`config.mk`:
```
export PLATFORM = sky130hd
export DESIGN_NAME = prog_timer_flat
export DESIGN_NICKNAME = d
export VERILOG_FILES = /design/src/rtl/prog_timer_if.sv /design/src/rtl/prog_timer.sv /design/src/flat_wrapper.sv
export SDC_FILE = /design/constraint.sdc
export NUM_CORES = 1
export LEC_CHECK = 0
export CAP_MARGIN = 25
export CORE_ASPECT_RATIO = 0.8
export CORE_UTILIZATION = 54
export CTS_CLUSTER_SIZE = 16
export DETAILED_ROUTE_END_ITERATION = 10
export PLACE_DENSITY_LB_ADDON = 0.1
export SLEW_MARGIN = 20
export SYNTH_ARGS = -nofsm -noshare
export SYNTH_HDL_FRONTEND = slang
export SYNTH_SLANG_ARGS = --single-unit
```
`constraint.sdc`:
```
create_clock -name clock_i -period 4.7 [get_ports clock_i]
set_clock_uncertainty 0.1 [all_clocks]
set_input_delay 0.47 -clock clock_i [delete_from_list [all_inputs] [get_ports clock_i]]
set_output_delay 0.47 -clock clock_i [all_outputs]
set_load 0.005 [all_outputs]
```
`src/rtl/prog_timer_if.sv`:
```
`default_nettype none
// ============================================================================
// Module   : prog_timer_if
// Purpose  : Control/status bundle between an owning FSM and prog_timer.
// Revision : 1.0 - initial release
// ============================================================================
interface prog_timer_if #(
    parameter int WIDTH = 7,
    parameter int PRE_W = 4
);
    logic [WIDTH-1:0] period;
    logic [PRE_W-1:0] prescale;
    logic             mode;
    logic             start;
    logic             stop;
    logic             ack;
    logic             trigger;
    logic             irq;
    logic             overrun;
    logic             running;
    logic [WIDTH-1:0] time_remaining;

    modport master (
        output period, prescale, mode, start, stop, ack,
        input  trigger, irq, overrun, running, time_remaining
    );

    modport slave (
        input  period, prescale, mode, start, stop, ack,
        output trigger, irq, overrun, running, time_remaining
    );
endinterface
`default_nettype wire

```
`src/rtl/prog_timer.sv`:
```
`default_nettype none
// ============================================================================
// Module   : prog_timer
// Purpose  : Prescaled down-counting timer, one-shot/periodic, sticky irq.
// Revision : 1.0 - initial release
// ============================================================================
module prog_timer #(
    parameter int WIDTH = 7,
    parameter int PRE_W = 4
) (
    input  wire logic    clock_i,
    input  wire logic    reset_ni,
    prog_timer_if.slave  bus
);
    typedef enum logic [1:0] {
        IDLE    = 2'd0,
        RUN     = 2'd1,
        EXPIRED = 2'd2
    } state_t;

    state_t           state_q, state_d;
    logic [WIDTH-1:0] count_q, count_d;
    logic [WIDTH-1:0] per_q, per_d;
    logic [PRE_W-1:0] pre_q, pre_d;
    logic [PRE_W-1:0] div_q, div_d;
    logic             mode_q, mode_d;
    logic             trig_q, trig_d;
    logic             irq_q, irq_d;
    logic             ovr_q, ovr_d;
    logic             run_q, run_d;
    logic             expiry;

    always_ff @(posedge clock_i) begin
        if (!reset_ni) begin
            state_q <= IDLE;
            count_q <= '0;
            per_q   <= '0;
            pre_q   <= '0;
            div_q   <= '0;
            mode_q  <= 1'b0;
            trig_q  <= 1'b0;
            irq_q   <= 1'b0;
            ovr_q   <= 1'b0;
            run_q   <= 1'b0;
        end else begin
            state_q <= state_d;
            count_q <= count_d;
            per_q   <= per_d;
            pre_q   <= pre_d;
            div_q   <= div_d;
            mode_q  <= mode_d;
            trig_q  <= trig_d;
            irq_q   <= irq_d;
            ovr_q   <= ovr_d;
            run_q   <= run_d;
        end
    end

    always_comb begin
        state_d = state_q;
        count_d = count_q;
        per_d   = per_q;
        pre_d   = pre_q;
        div_d   = div_q;
        mode_d  = mode_q;
        irq_d   = irq_q;
        ovr_d   = ovr_q;
        expiry  = 1'b0;

        // start wins over stop and over any tick in the same cycle
        if (bus.start) begin
            per_d   = bus.period;
            div_d   = bus.prescale;
            mode_d  = bus.mode;
            count_d = bus.period;
            pre_d   = '0;
            state_d = RUN;
        end else if (state_q == RUN) begin
            if (bus.stop) begin
                state_d = IDLE;
            end else if (pre_q == div_q) begin
                pre_d = '0;
                if (count_q == '0) begin
                    expiry = 1'b1;
                    if (mode_q) begin
                        count_d = per_q;
                    end else begin
                        state_d = EXPIRED;
                    end
                end else begin
                    count_d = count_q - WIDTH'(1);
                end
            end else begin
                pre_d = pre_q + PRE_W'(1);
            end
        end

        if (bus.ack) begin
            irq_d = 1'b0;
            ovr_d = 1'b0;
        end
        // a coincident ack suppresses overrun but cannot suppress irq
        if (expiry) begin
            irq_d = 1'b1;
            if (irq_q && !bus.ack) begin
                ovr_d = 1'b1;
            end
        end

        trig_d = expiry;
        run_d  = (state_d == RUN);
    end

    assign bus.trigger        = trig_q;
    assign bus.irq            = irq_q;
    assign bus.overrun        = ovr_q;
    assign bus.running        = run_q;
    assign bus.time_remaining = count_q;
endmodule
`default_nettype wire

```
`src/flat_wrapper.sv`:
```
// flat-port wrapper written by rule: the top's interface ports become plain ports
module prog_timer_flat 
#(
    parameter int WIDTH = 7,
    parameter int PRE_W = 4
)
  (clock_i, reset_ni, bus_period, bus_prescale, bus_mode, bus_start, bus_stop, bus_ack, bus_trigger, bus_irq, bus_overrun, bus_running, bus_time_remaining);
  prog_timer_if #(.WIDTH(WIDTH), .PRE_W(PRE_W)) bus_i ();
  input  wire logic clock_i;
  input  wire logic reset_ni;
  input wire logic [$bits(bus_i.period)-1:0] bus_period;
  input wire logic [$bits(bus_i.prescale)-1:0] bus_prescale;
  input wire logic [$bits(bus_i.mode)-1:0] bus_mode;
  input wire logic [$bits(bus_i.start)-1:0] bus_start;
  input wire logic [$bits(bus_i.stop)-1:0] bus_stop;
  input wire logic [$bits(bus_i.ack)-1:0] bus_ack;
  output wire logic [$bits(bus_i.trigger)-1:0] bus_trigger;
  output wire logic [$bits(bus_i.irq)-1:0] bus_irq;
  output wire logic [$bits(bus_i.overrun)-1:0] bus_overrun;
  output wire logic [$bits(bus_i.running)-1:0] bus_running;
  output wire logic [$bits(bus_i.time_remaining)-1:0] bus_time_remaining;
  assign bus_i.period = bus_period;
  assign bus_i.prescale = bus_prescale;
  assign bus_i.mode = bus_mode;
  assign bus_i.start = bus_start;
  assign bus_i.stop = bus_stop;
  assign bus_i.ack = bus_ack;
  assign bus_trigger = bus_i.trigger;
  assign bus_irq = bus_i.irq;
  assign bus_overrun = bus_i.overrun;
  assign bus_running = bus_i.running;
  assign bus_time_remaining = bus_i.time_remaining;
  prog_timer #(.WIDTH(WIDTH), .PRE_W(PRE_W)) u_core (.clock_i(clock_i), .reset_ni(reset_ni), .bus(bus_i));
endmodule
```
* Word level (Yosys, flattened, before mapping)
Index checks and enable logic that the tools add are counted.
** Storage, ports and cells
- Input port bits :: 17
- Output and inout port bits :: 11
- Flip-flop bits (word level) :: 29
** Operators by class
- Reduce and logical (&&, ||, !) cells :: 9
- Equality and inequality tests :: 5
- Bitwise logic cells :: 2
- Multiplexer cells :: 23
- Add/sub/neg operators :: 2
** Operators by type and width (count)
- 2-to-1 mux 7 bit :: 6
- 2-to-1 mux 2 bit :: 6
- 2-to-1 mux 1 bit :: 10
- logical NOT 7 bit :: 1
- subtractor 7 x 1 -> 7 bit (second input constant) :: 1
- nonzero test 2 bit :: 3
- adder 4 x 1 -> 4 bit (second input constant) :: 1
- equality test 2 x 1 -> 1 bit (second input constant) :: 2
- equality test 4 bit :: 1
- 2-to-1 mux 4 bit :: 1
- AND reduction 4 bit :: 1
- != test 3 x 2 -> 1 bit (second input constant) :: 1
- != test 2 bit (second input constant) :: 1
- NOT 1 bit :: 2
- AND reduction 2 bit :: 1
- OR reduction 2 bit :: 1
- logical AND 1 bit :: 1
- logical NOT 1 bit :: 1

* Longest topological paths before layout
Gate-level depths: netlist of run 1.
- Word-level depth :: 7
- Mapped depth :: 8
- Gate-level depth less buffers :: 7

* Worst setup path after synthesis of run 1
Ideal clock, no wire load.
- Kind :: register to register
- Start point :: register u_core.count_q[2] (netlist: u_core.bus.time_remaining[2])
- End point :: register u_core.ovr_q (netlist: u_core.bus.overrun)
- Data required time :: 4.533 ns
- Setup slack :: 2.721 ns
- Path buffers :: 2
- Cell stages (with the launch flop) :: 7
- Period minus slack after synthesis :: 1.979 ns
- Data arrival time :: 1.812 ns
- Path through :: dfxtp_1 -> or4_1 -> buf_2 -> or2_1 -> buf_6 -> or3_4 -> o21ai_2
** On the way
- Cells in the longest elaborated chain, start to end :: 7
** Ends and longest elaborated chain
- start, declared :: line prog_timer.sv:22 : logic [WIDTH-1:0] count_q, count_d;
- start signal, assigned :: line prog_timer.sv:47 : count_q <= count_d;
- logical NOT 7 bit :: line prog_timer.sv:83 : if (count_q == '0) begin
- 2-to-1 mux 1 bit :: line prog_timer.sv:83
- 2-to-1 mux 1 bit :: line prog_timer.sv:81 : end else if (pre_q == div_q) begin
- 2-to-1 mux 1 bit :: line prog_timer.sv:79 : if (bus.stop) begin
- 2-to-1 mux 1 bit :: line prog_timer.sv:78 : end else if (state_q == RUN) begin
- 2-to-1 mux 1 bit :: line prog_timer.sv:71 : if (bus.start) begin
- 2-to-1 mux 1 bit :: line prog_timer.sv:103 : if (expiry) begin
- end signal, assigned :: line prog_timer.sv:54 : ovr_q <= ovr_d;
- end, declared :: line prog_timer.sv:29 : logic ovr_q, ovr_d;
Every way passes these cells.
A chain may end at the register's enable or synchronous reset.

* Worst setup path in the final report of run 1
- Start point :: input bus_start
- End point :: register u_core.count_q[0] (netlist: u_core.bus.time_remaining[0])
** On the way
- Cells in the longest elaborated chain, start to end :: 2
- Elaborated cells on any way between the ends :: 6
- Classes of those cells :: eq/ne: 2; mux: 1; reduce/logical: 3
** Ends and longest elaborated chain
- start, declared :: line flat_wrapper.sv:14 : input wire logic [$bits(bus_i.start)-1:0] bus_start;
- != test 3 x 2 -> 1 bit (no line) (tied with other cells)
- AND reduction 4 bit (no line)
Several ways; a longest one is shown, not always the timed one.

==> results by group, run 1 <==
Status
  • Outcome: complete, no violations

Timing
  • Setup repair after global routing missed its margin: no
  • Highest clock frequency the design can meet: ~370 MHz
  • Total Neg Setup Slack: 0 ns
  • Worst hold slack: 0.364 ns
  • Minimum clock period after layout: approximately 2.7 ns
  • Slew headroom: 33.7%
  • Final hold violation count: 0
  • Final setup violation count: 0
  • Final clock period utilization by the worst path: between 50% and 60%
  • Slew of the pin with the lowest slew margin: 0.992 ns
  • Final worst setup slack: approximately 2.0 ns
  • Max-slew violations: 0

Placement
  • Global placement routability congestion: around 0.83
  • Number of buffer cells added on primary ports: 27
  • Worst slack after detailed placement: 1.65 ns
  • Estimated wirelength of the detail-placed design: just over 2000 um
  • Total placed instance area: 1650 um^2

Clock network
  • Clk slew on worst S/H paths: 0.09 ns
  • Post CTS Setup Buffer Count: 0
  • Master cell of the clock root buffer: sky130_fd_sc_hd__clkbuf_4
  • Deepest level of the CTS H-tree: 2
  • CTS tree: yes
  • Clk buf depth: 2
  • Hold-fix buffers at CTS: 0
  • # resized after CTS: 0
  • Worst-Skew Late Latency: ~0.33 ns
  • Clock Sink Count: 29
  • TritonCTS Buffers: 5

Run
  • Max_cap viols: 0

Final layout
  • Final #Nets: 203
  • Final cell area excluding filler cells: 1700 um^2
  • Number of antenna repair diodes: 0
  • Share of layout cells above drive strength 1: ~6.6%
  • Area Growth Syn to Fin: 23.9%

Setup path
  • Flop2flop setup slack: between 2 and 3 ns
  • Data arrival time at the worst-slack endpoint: ~2.9 ns
  • Setup crit end kind: register
  • Category of the worst setup path launch point: primary input
  • Cell-by-cell listing of the critical path: clkdlybuf4s50_1 -> inv_1 -> o21ai_1 -> o2111ai_1 -> o31ai_1
  • Crit Path Class: primary input to register
  • CP max FO: 23
  • Worst Setup SP: bus_start
  • Cell type of the slowest stage on the worst timing path: sky130_fd_sc_hd__clkdlybuf4s50_1
  • Worst path depth: 5
  • Crit path required time: between 4 and 5 ns
  • Count of buffer and inverter cells on the critical path: 2
  • R2R Path Start: u_core.bus.time_remaining[0]
  • Maximum single-stage delay on the critical path: about 1.1 ns
  • Cell type group with the largest total delay on the critical path: buffers and inverters
  • Crit path capture: u_core.bus.time_remaining[0]
  • Worst Reg2Reg Path Length in Cells: 7
  • Worst r2r dst: u_core.bus.time_remaining[0]

Synthesis
  • Total nets after synthesis: 177
  • Unique masters post-synth: 40
  • FF+latch count, synth: 29
  • Most numerous cell types in the synthesized netlist: sky130_fd_sc_hd__dfxtp_1, sky130_fd_sc_hd__nor2_1, sky130_fd_sc_hd__nand2_1, sky130_fd_sc_hd__mux2i_1, sky130_fd_sc_hd__a21oi_1
  • Most instantiated library cell after synthesis: sky130_fd_sc_hd__dfxtp_1
  • Biggest area contributors in the synthesized netlist: sky130_fd_sc_hd__dfxtp_1, sky130_fd_sc_hd__mux2i_1, sky130_fd_sc_hd__nor2_1
  • Primary flip-flop cell chosen by synthesis mapping: sky130_fd_sc_hd__dfxtp_1
  • Count of flip-flops with a built-in enable after synthesis: 0
  • Mapped Cells: 157
  • Yosys warnings: 0
  • Post-synthesis cell type with the largest combined area: sky130_fd_sc_hd__dfxtp_1
  • Area share of the leading cell type in the synthesized netlist: 42.2%
  • Mean area per synthesized cell: about 9 um^2
  • Combined area of all synthesized cells: 1380 um^2
  • Sequential element share of the synthesized area: a little over two fifths
  • Async set-reset flop share out of synthesis: 0%

Routing
  • Overall routed net length: between 2000 and 3000 um
  • Detailed Route Iter0 Violations: 58
  • DRC Markers: 0
  • DR WL/cell: about 14 um
  • Detailed Routing Iterations Pass 1: 4
  • Total via count in the routed design: roughly 1,200
  • Remaining antenna violation count after routing: 0
  • Via density per instance: 5.47

GRT
  • Antenna violations before repair: 0
  • Overall global routing resource usage: 24.5%
  • GR Overflow Total: 0
  • Number of global-route vias before repair: 1,120
  • Global-route wire length before repair: a little under 5000 um
  • Largest net degree at the start of global routing: 24

Floorplan
  • Die width: approximately 58 um
  • Cell Rows: 15
  • Die area: between 2000 and 3000 um^2
  • I/O pin total: 28
  • Initial core utilization: around 61%
  • Core Footprint: between 2000 and 2500 um^2
  • Vertical extent of the die: roughly 47 um

Min path
  • Class of the worst hold path: register to register

Power
  • Power Density: roughly 320 nW/um^2
  • LEAKAGE: about 0.66 nW
  • Peak supply drop: 0.208 mV
-- worst min path at each step --
stage | startpoint | to | depth (start not counted)
floorplan | u_core.per_q[4] | u_core.per_q[4] | 2
global placement | u_core.bus.overrun | u_core.bus.overrun | 2
detailed placement | u_core.bus.overrun | u_core.bus.overrun | 2
CTS | u_core.bus.overrun | u_core.bus.overrun | 2
global route | u_core.bus.overrun | u_core.bus.overrun | 2
finish | u_core.bus.overrun | u_core.bus.overrun | 2
-- worst reg2reg max path: stages (launching register included) --
cell and delay [ns]:
sky130_fd_sc_hd__dfxtp_1 0.40, sky130_fd_sc_hd__inv_1 0.11, sky130_fd_sc_hd__ha_1 0.24, sky130_fd_sc_hd__nand2b_1 0.20
sky130_fd_sc_hd__o31ai_1 0.12, sky130_fd_sc_hd__o21ai_1 0.62, sky130_fd_sc_hd__o2111ai_1 0.21, sky130_fd_sc_hd__o31ai_1 0.12
-- report_power, final --
group | internal (W) | switching [W]
registers | 0.000259 | 0.0000132
logic | 0.0000578 | 0.0000558
clock network | 0.0000705 | 0.0000830
total | 0.000387 | 0.000152
-- state kept, by name, indices dropped and copies added, names as in the netlist, 2 cells and up --
| register | cells |
|---|---|
| u_core.pre_q | 4 |
| u_core.per_q | 7 |
| u_core.div_q | 4 |
| u_core.bus.time_remaining | 7 |
| u_core.state_q | 2 |
-- stage by stage --
stage                     cells  power, W  utilization (%)
after floorplan             157  0.000351                -
after global placement      210  0.000386             72.6
after detailed placement    210  0.000390             72.6
after CTS                   217  0.000538             75.0
after global routing        217  0.000565             75.0
final                       217  0.000539             75.0
-- cell type report --
cell class | instances | area (um^2)
clock buffers | 7 | 55.1
fillers | 179 | 567
inverters | 5 | 18.8
multi-input cells | 115 | 737
flip-flops and latches | 29 | 581
well taps | 34 | 42.5
repair buffers | 27 | 270
-- layer usage --
layer / routed length (um) / GRT usage (%)
met5: 0 / 0
met2: 1320 / 38.2
met3: 169 / 7.71
met1: 1420 / 31.1
met4: 32 / 13.3
-- cells in the final DEF, fill, tap and decap left out, types with 2 or more instances in the layout --
cell type,count
sky130_fd_sc_hd__xnor2_1,7
sky130_fd_sc_hd__o21ai_1,5
sky130_fd_sc_hd__clkdlybuf4s50_1,27
sky130_fd_sc_hd__mux2i_1,12
sky130_fd_sc_hd__xor2_1,3
sky130_fd_sc_hd__nand4_1,2
sky130_fd_sc_hd__a21oi_1,8
sky130_fd_sc_hd__nand2b_1,4
sky130_fd_sc_hd__o21ai_0,2
sky130_fd_sc_hd__inv_1,4
sky130_fd_sc_hd__ha_1,3
sky130_fd_sc_hd__nor3_1,5
sky130_fd_sc_hd__o31ai_1,2
sky130_fd_sc_hd__nor2_1,23
sky130_fd_sc_hd__dfxtp_1,29
sky130_fd_sc_hd__a31oi_1,6
sky130_fd_sc_hd__nand2_1,13
sky130_fd_sc_hd__nand3_1,2
sky130_fd_sc_hd__clkbuf_4,5
-- cell families after synthesis --
family / count (synthesis) / synth area share, %
AOI/OAI and AO/OA: 33 / 15.5
and+or+nand+nor: 57 / 20.3
DFF: 29 / 42.2
buffers and inverters: 13 / 4.18
adders and majority gates: 3 / 2.73
muxes: 12 / 8.74
xor gates and xnor gates: 10 / 6.37
Power figures use the tool's default switching activity.
==> run 2, diff against run 1 <==
- CORE_UTILIZATION: 54 -> 50
- clock period: 4.7 -> 2.8 ns (I/O delays scaled with it)
==> results by group, run 2 (synthesized netlist as in run 1, its figures left out) <==
GRT
  • Antenna violations before repair: 0 (unchanged)
  • Global routing usage on met2: 35.7% (was 38.2%)
  • Number of global-route vias before repair: 1,171 (was 1,120)
  • Largest net degree at the start of global routing: 23 (was 24)
  • GR Overflow Total: 0 (unchanged)
  • Global-route wire length before repair: 5180 um (was 4910 um)
  • Overall global routing resource usage: 24.0% (was 24.5%)
  • Global-route met1 utilization: 32.0% (was 31.1%)
  • Busiest layer in global routing: met2 (unchanged)
  • Global-route track usage on met3: 7.69% (was 7.71%)

Status
  • Outcome: complete, no violations (unchanged)

Floorplan
  • Cell Rows: 16 (was 15)
  • Vertical extent of the die: 48.9 um (was 47.1 um)
  • Initial core utilization: 54.5% (was 60.6%)
  • I/O pin total: 28 (unchanged)
  • Die width: 60.6 um (was 58.4 um)
  • Core Footprint: 2520 um^2 (was 2270 um^2)
  • Die area: 2970 um^2 (was 2750 um^2)

Setup path
  • Count of buffer and inverter cells on the critical path: 0 (was 2)
  • Cell type of the slowest stage on the worst timing path: sky130_fd_sc_hd__or4_1 (was sky130_fd_sc_hd__clkdlybuf4s50_1)
  • Crit path required time: 2.96 ns (was 4.84 ns)
  • Setup crit end kind: register (unchanged)
  • CP max FO: 10 (was 23)
  • Category of the worst setup path launch point: register (was primary input)
  • Library cell appearing most often on the critical path: sky130_fd_sc_hd__a21oi_1
  • Data arrival time at the worst-slack endpoint: 2.29 ns (was 2.87 ns)
  • Maximum single-stage delay on the critical path: 0.65 ns (was 1.12 ns)
  • Cell type group with the largest total delay on the critical path: simple AND/OR/NAND/NOR gates (was buffers and inverters)
  • Cell-by-cell listing of the critical path: or4_1 -> or2_1 -> a211oi_1 -> a21oi_1 -> a21oi_1 (was clkdlybuf4s50_1 -> inv_1 -> o21ai_1 -> o2111ai_1 -> o31ai_1)
  • Crit Path Class: register to register (was primary input to register)

Timing
  • Max-slew violations: 0 (unchanged)
  • Minimum clock period after layout: 2.13 ns
  • Setup repair after global routing missed its margin: no (unchanged)
  • Total Neg Setup Slack: 0 ns (unchanged)
  • Worst hold slack: 0.358 ns (was 0.364 ns)
  • Final worst setup slack: 0.673 ns (was 1.96 ns)
  • Highest clock frequency the design can meet: 470 MHz
  • Final clock period utilization by the worst path: roughly 76%
  • Slew of the pin with the lowest slew margin: 0.434 ns (was 0.992 ns)
  • Final setup violation count: 0 (unchanged)
  • Slew headroom: 71.0% (was 33.7%)
  • Final hold violation count: 0 (unchanged)

Clock network
  • TritonCTS Buffers: 5 (unchanged)
  • Clock Sink Count: 29 (unchanged)
  • Worst-Skew Late Latency: 0.33 ns (about the same)
  • Post CTS Setup Buffer Count: 0 (unchanged)
  • Hold-fix buffers at CTS: 0 (unchanged)
  • CTS tree: yes (unchanged)
  • Clk buf depth: 2 (unchanged)
  • Clk slew on worst S/H paths: 0.09 ns (about the same)
  • Deepest level of the CTS H-tree: 2 (unchanged)
  • Master cell of the clock root buffer: sky130_fd_sc_hd__clkbuf_4 (unchanged)
  • # resized after CTS: 0 (unchanged)

Routing
  • DRC Markers: 0 (unchanged)
  • Total via count in the routed design: 1,209 (was 1,186)
  • Detailed Routing Iterations Pass 1: 4 (unchanged)
  • Remaining antenna violation count after routing: 0 (unchanged)
  • Detailed Route Iter0 Violations: 84 (was 58)
  • DR WL/cell: 14.0 um (was 13.6 um)
  • Via density per instance: 5.42 (was 5.47)
  • Overall routed net length: 3130 um (was 2950 um)

Final layout
  • Number of antenna repair diodes: 0 (unchanged)
  • Filler instances: 231 (was 179)
  • Final cell area excluding filler cells: 1720 um^2 (was 1700 um^2)
  • Most frequent standard cell in the layout excluding fill and tap cells: sky130_fd_sc_hd__dfxtp_1 (unchanged)
  • Area Growth Syn to Fin: 25.3% (was 23.9%)
  • Final #Nets: 206 (was 203)
  • Area of combinational cells with multiple inputs: 737 um^2 (unchanged)
  • Storage cell area: 581 um^2 (unchanged)
  • Post-layout utilization of the core: 68.3% (was 75.0%)
  • Most frequent cells in the layout: sky130_fd_sc_hd__dfxtp_1, sky130_fd_sc_hd__clkdlybuf4s50_1, sky130_fd_sc_hd__nor2_1 (unchanged)
  • Share of layout cells above drive strength 1: 7.49% (was 6.56%)

Placement
  • Worst slack after detailed placement: 0.690 ns (was 1.65 ns)
  • Estimated wirelength of the detail-placed design: 2290 um (was 2060 um)
  • Number of buffer cells added on primary ports: 27 (unchanged)
  • Global placement routability congestion: 0.811 (was 0.833)
  • Total placed instance area: 1670 um^2 (was 1650 um^2)

Power
  • Power Density: 517 nW/um^2 (was 316 nW/um^2)
  • LEAKAGE: 0.665 nW (was 0.655 nW)
  • Peak supply drop: 0.309 mV (was 0.208 mV)

Min path
  • Class of the worst hold path: register to register (unchanged)

Run
  • Max_cap viols: 0 (unchanged)
[run 2: cell count changes in the layout (fill, tap and decap cells not counted)]
cell / change
sky130_fd_sc_hd__buf_4: +3
sky130_fd_sc_hd__clkbuf_8: -1
sky130_fd_sc_hd__clkbuf_1: +2
[run 2: area by class of cell]
| class | instances | area share [%] |
|---|---|---|
| sequential | 29 | 33.7 |
| tap | 36 | 2.61 |
| clock buffer | 8 | 2.83 |
| inverter | 5 | 1.09 |
| timing repair buffer | 30 | 17.0 |
| multi-input combinational | 115 | 42.8 |
[run 2: path summary, 6_finish.rpt]
kind	cells after the start	start	slack (ns)	endpoint
setup / recovery	5	u_core.bus.time_remaining[2]	0.67	u_core.bus.time_remaining[1]
hold / removal	2	u_core.bus.overrun	0.36	u_core.bus.overrun
setup reg to reg	5	u_core.bus.time_remaining[2]	0.67	u_core.bus.time_remaining[1]
hold reg to reg	2	u_core.bus.overrun	0.36	u_core.bus.overrun
[run 2: tightest hold or removal path, stage by stage, from the launching register on]
cell,delay (ns)
sky130_fd_sc_hd__dfxtp_1,0.31
sky130_fd_sc_hd__nand2_1,0.06
sky130_fd_sc_hd__o21ai_2,0.05
[run 2: where the power goes]
part           leakage, nW  switching, W  internal [W]
clock               0.0265      0.000138     0.0000999
sequential           0.238     0.0000223      0.000435
combinational        0.400     0.0000962     0.0000997
total                0.665      0.000256      0.000635
[run 2: metal layers]
metal,up-vias,share of wire (%)
met2,41,42
met3,5,6.2
met1,560,50
li1,603,-
met4,0,1.2
met5,-,0
[run 2: through the flow]
step,cells,power [W]
after floorplan,157,0.000588
after global placement,215,0.000652
after detailed placement,215,0.000660
after CTS,223,0.000896
after global routing,223,0.000941
final,223,0.000891
==> run 3, diff against run 2 <==
- CORE_UTILIZATION: 50 -> 45
- clock period: 2.8 -> 1.82 ns (I/O delays scaled with it)
==> results by group, run 3 (synthesized netlist as in run 1, its figures left out) <==
Floorplan
  • Vertical extent of the die: 51.4 um (was 48.9 um)
  • Initial core utilization: 48.6% (was 54.5%)
  • Die area: 3280 um^2 (was 2970 um^2)
  • Core Footprint: 2830 um^2 (was 2520 um^2)
  • I/O pin total: 28 (unchanged)
  • Cell Rows: 17 (was 16)
  • Die width: 63.8 um (was 60.6 um)

Timing
  • Max-slew violations: 0 (unchanged)
  • Final hold violation count: 0 (unchanged)
  • Setup repair after global routing missed its margin: yes (was no)
  • Slew of the pin with the lowest slew margin: 0.273 ns (was 0.434 ns)
  • Slew headroom: 81.7% (was 71.0%)
  • Highest clock frequency the design can meet: 538 MHz (was 470 MHz)
  • Final worst setup slack: -0.0371 ns (was 0.673 ns)
  • Worst hold slack: 0.360 ns (was 0.358 ns)
  • Final setup violation count: 6 (was 0)
  • Final clock period utilization by the worst path: 102% (was 76.0%)
  • Minimum clock period after layout: 1.86 ns (was 2.13 ns)

Routing
  • Remaining antenna violation count after routing: 0 (unchanged)
  • Detailed Routing Iterations Pass 1: 4 (unchanged)
  • Met1 Routed Length: 1550 um (was 1570 um)
  • Length of routed met2 wiring: 1830 um (was 1330 um)
  • Top Layer Used: met4 (unchanged)
  • Detailed Route Iter0 Violations: 90 (was 84)
  • Met3 wire len: 172 um (was 193 um)
  • DRC Markers: 0 (unchanged)
  • Overall routed net length: 3590 um (was 3130 um)
  • Total via count in the routed design: 1,314 (was 1,209)
  • DR WL/cell: 14.4 um (was 14.0 um)
  • Via density per instance: 5.26 (was 5.42)

Clock network
  • Hold-fix buffers at CTS: 0 (unchanged)
  • Worst-Skew Late Latency: 0.28 ns (was 0.33 ns)
  • Clock Sink Count: 29 (unchanged)
  • Clk slew on worst S/H paths: 0.06 ns (was 0.09 ns)
  • Deepest level of the CTS H-tree: 2 (unchanged)
  • TritonCTS Buffers: 5 (unchanged)
  • CTS tree: yes (unchanged)
  • Master cell of the clock root buffer: sky130_fd_sc_hd__clkbuf_8 (was sky130_fd_sc_hd__clkbuf_4)
  • Clk buf depth: 2 (unchanged)

Final layout
  • Share of layout cells above drive strength 1: 34.0% (was 7.49%)
  • Most frequent standard cell in the layout excluding fill and tap cells: sky130_fd_sc_hd__clkdlybuf4s50_1 (was sky130_fd_sc_hd__dfxtp_1)
  • Final #Nets: 232 (was 206)
  • Most frequent cells in the layout: sky130_fd_sc_hd__clkdlybuf4s50_1, sky130_fd_sc_hd__buf_4, sky130_fd_sc_hd__nor2_1 (was sky130_fd_sc_hd__dfxtp_1, sky130_fd_sc_hd__clkdlybuf4s50_1, sky130_fd_sc_hd__nor2_1)
  • Number of antenna repair diodes: 0 (unchanged)
  • Post-layout utilization of the core: 74.3% (was 68.3%)
  • Non-filler instance count after layout: 250 (was 223)
  • Area Growth Syn to Fin: 52.9% (was 25.3%)

Status
  • Outcome: finished with violations (was complete, no violations)
  • Violated checks: negative setup slack

Power
  • Power Density: 800 nW/um^2 (was 517 nW/um^2)
  • Peak supply drop: 0.611 mV (was 0.309 mV)
  • LEAKAGE: 0.839 nW (was 0.665 nW)

GRT
  • Overall global routing resource usage: 24.8% (was 24.0%)
  • Largest net degree at the start of global routing: 16 (was 23)
  • Number of global-route vias before repair: 1,306 (was 1,171)
  • Global-route wire length before repair: 5820 um (was 5180 um)
  • GR Overflow Total: 0 (unchanged)
  • Antenna violations before repair: 0 (unchanged)

Setup path
  • Crit Path Class: register to register (unchanged)
  • Setup crit end kind: register (unchanged)
  • Worst Reg2Reg Path Length in Cells: 5 (unchanged)
  • Data arrival time at the worst-slack endpoint: 1.98 ns (was 2.29 ns)
  • Crit path required time: 1.94 ns (was 2.96 ns)
  • CP max FO: 3 (was 10)
  • R2R Path Start: u_core.div_q[0] (was u_core.bus.time_remaining[2])
  • Worst Setup SP: u_core.div_q[0] (was u_core.bus.time_remaining[2])
  • Category of the worst setup path launch point: register (unchanged)

Placement
  • Worst slack after detailed placement: -0.118 ns (was 0.690 ns)
  • Estimated wirelength of the detail-placed design: 2510 um (was 2290 um)
  • Global placement routability congestion: 0.829 (was 0.811)
  • Number of buffer cells added on primary ports: 27 (unchanged)
  • Placed instance count: 239 (was 215)

Run
  • Max_cap viols: 0 (unchanged)

Min path
  • Worst min-delay path startpoint: u_core.bus.overrun (unchanged)
  • Hold path cells: 2 (unchanged)
  • Class of the worst hold path: register to register (unchanged)
==> run 3: changes by cell type in the layout (fill, tap and decap cells not counted), sizes merged <==
cell    before  now
buf          3   29
clkbuf       8    7
==> run 3: final cells by class <==
| class | count | area, um^2 |
|---|---|---|
| fill | 209 | 727 |
| clock buffer | 7 | 86.3 |
| timing repair buffer | 56 | 503 |
| inverter | 5 | 18.8 |
| tap | 38 | 47.5 |
| sequential | 29 | 592 |
| multi-input combinational | 115 | 855 |
==> run 3: metal layers <==
metal / up-vias / track usage [%]
li1: 658 / -
met1: 616 / 27.0
met2: 36 / 41.1
met3: 4 / 10.0
met4: 0 / 14.0
met5: - / 0
==> run 3: where the power goes <==
| group | internal [W] | switching (W) | leakage, nW |
|---|---|---|---|
| Sequential | 0.000673 | 0.0000252 | 0.242 |
| Clock | 0.000299 | 0.000223 | 0.0443 |
| Combinational | 0.000249 | 0.000214 | 0.553 |
==> run 3: metrics by stage <==
step / TNS, ns / total power, W / area [um^2]
2_1_floorplan: -0.762 / 0.000907 / 1380
3_3_place_gp: -0.367 / 0.00107 / 1840
3_5_place_dp: -0.674 / 0.00108 / 1840
4_1_cts: -0.0129 / 0.00163 / 1980
5_1_grt: -0.743 / 0.00178 / 2100
6_report: -0.121 / 0.00168 / 2100
==> run 3: worst paths after layout <==
check	to	slack [ns]
max	u_core.bus.overrun	-0.04
min	u_core.bus.overrun	0.36
max reg2reg	u_core.bus.overrun	-0.04
min reg2reg	u_core.bus.overrun	0.36
==> run 3: critical path, stage by stage (launching register included) <==
cell and delay (ns):
sky130_fd_sc_hd__dfxtp_2 0.34, sky130_fd_sc_hd__xnor2_2 0.18, sky130_fd_sc_hd__nand4_1 0.13, sky130_fd_sc_hd__or4b_4 0.52
sky130_fd_sc_hd__or3_4 0.41, sky130_fd_sc_hd__o21ai_2 0.13
==> run 3: timing repair <==
action / 4_1_cts / 5_1_grt
endpoints found under the setup margin: 12 / 16
gates cloned: 1 / 0
pin swaps: 9 / 9
buffers inserted: 2 / 1
resized for setup: 14 / 26
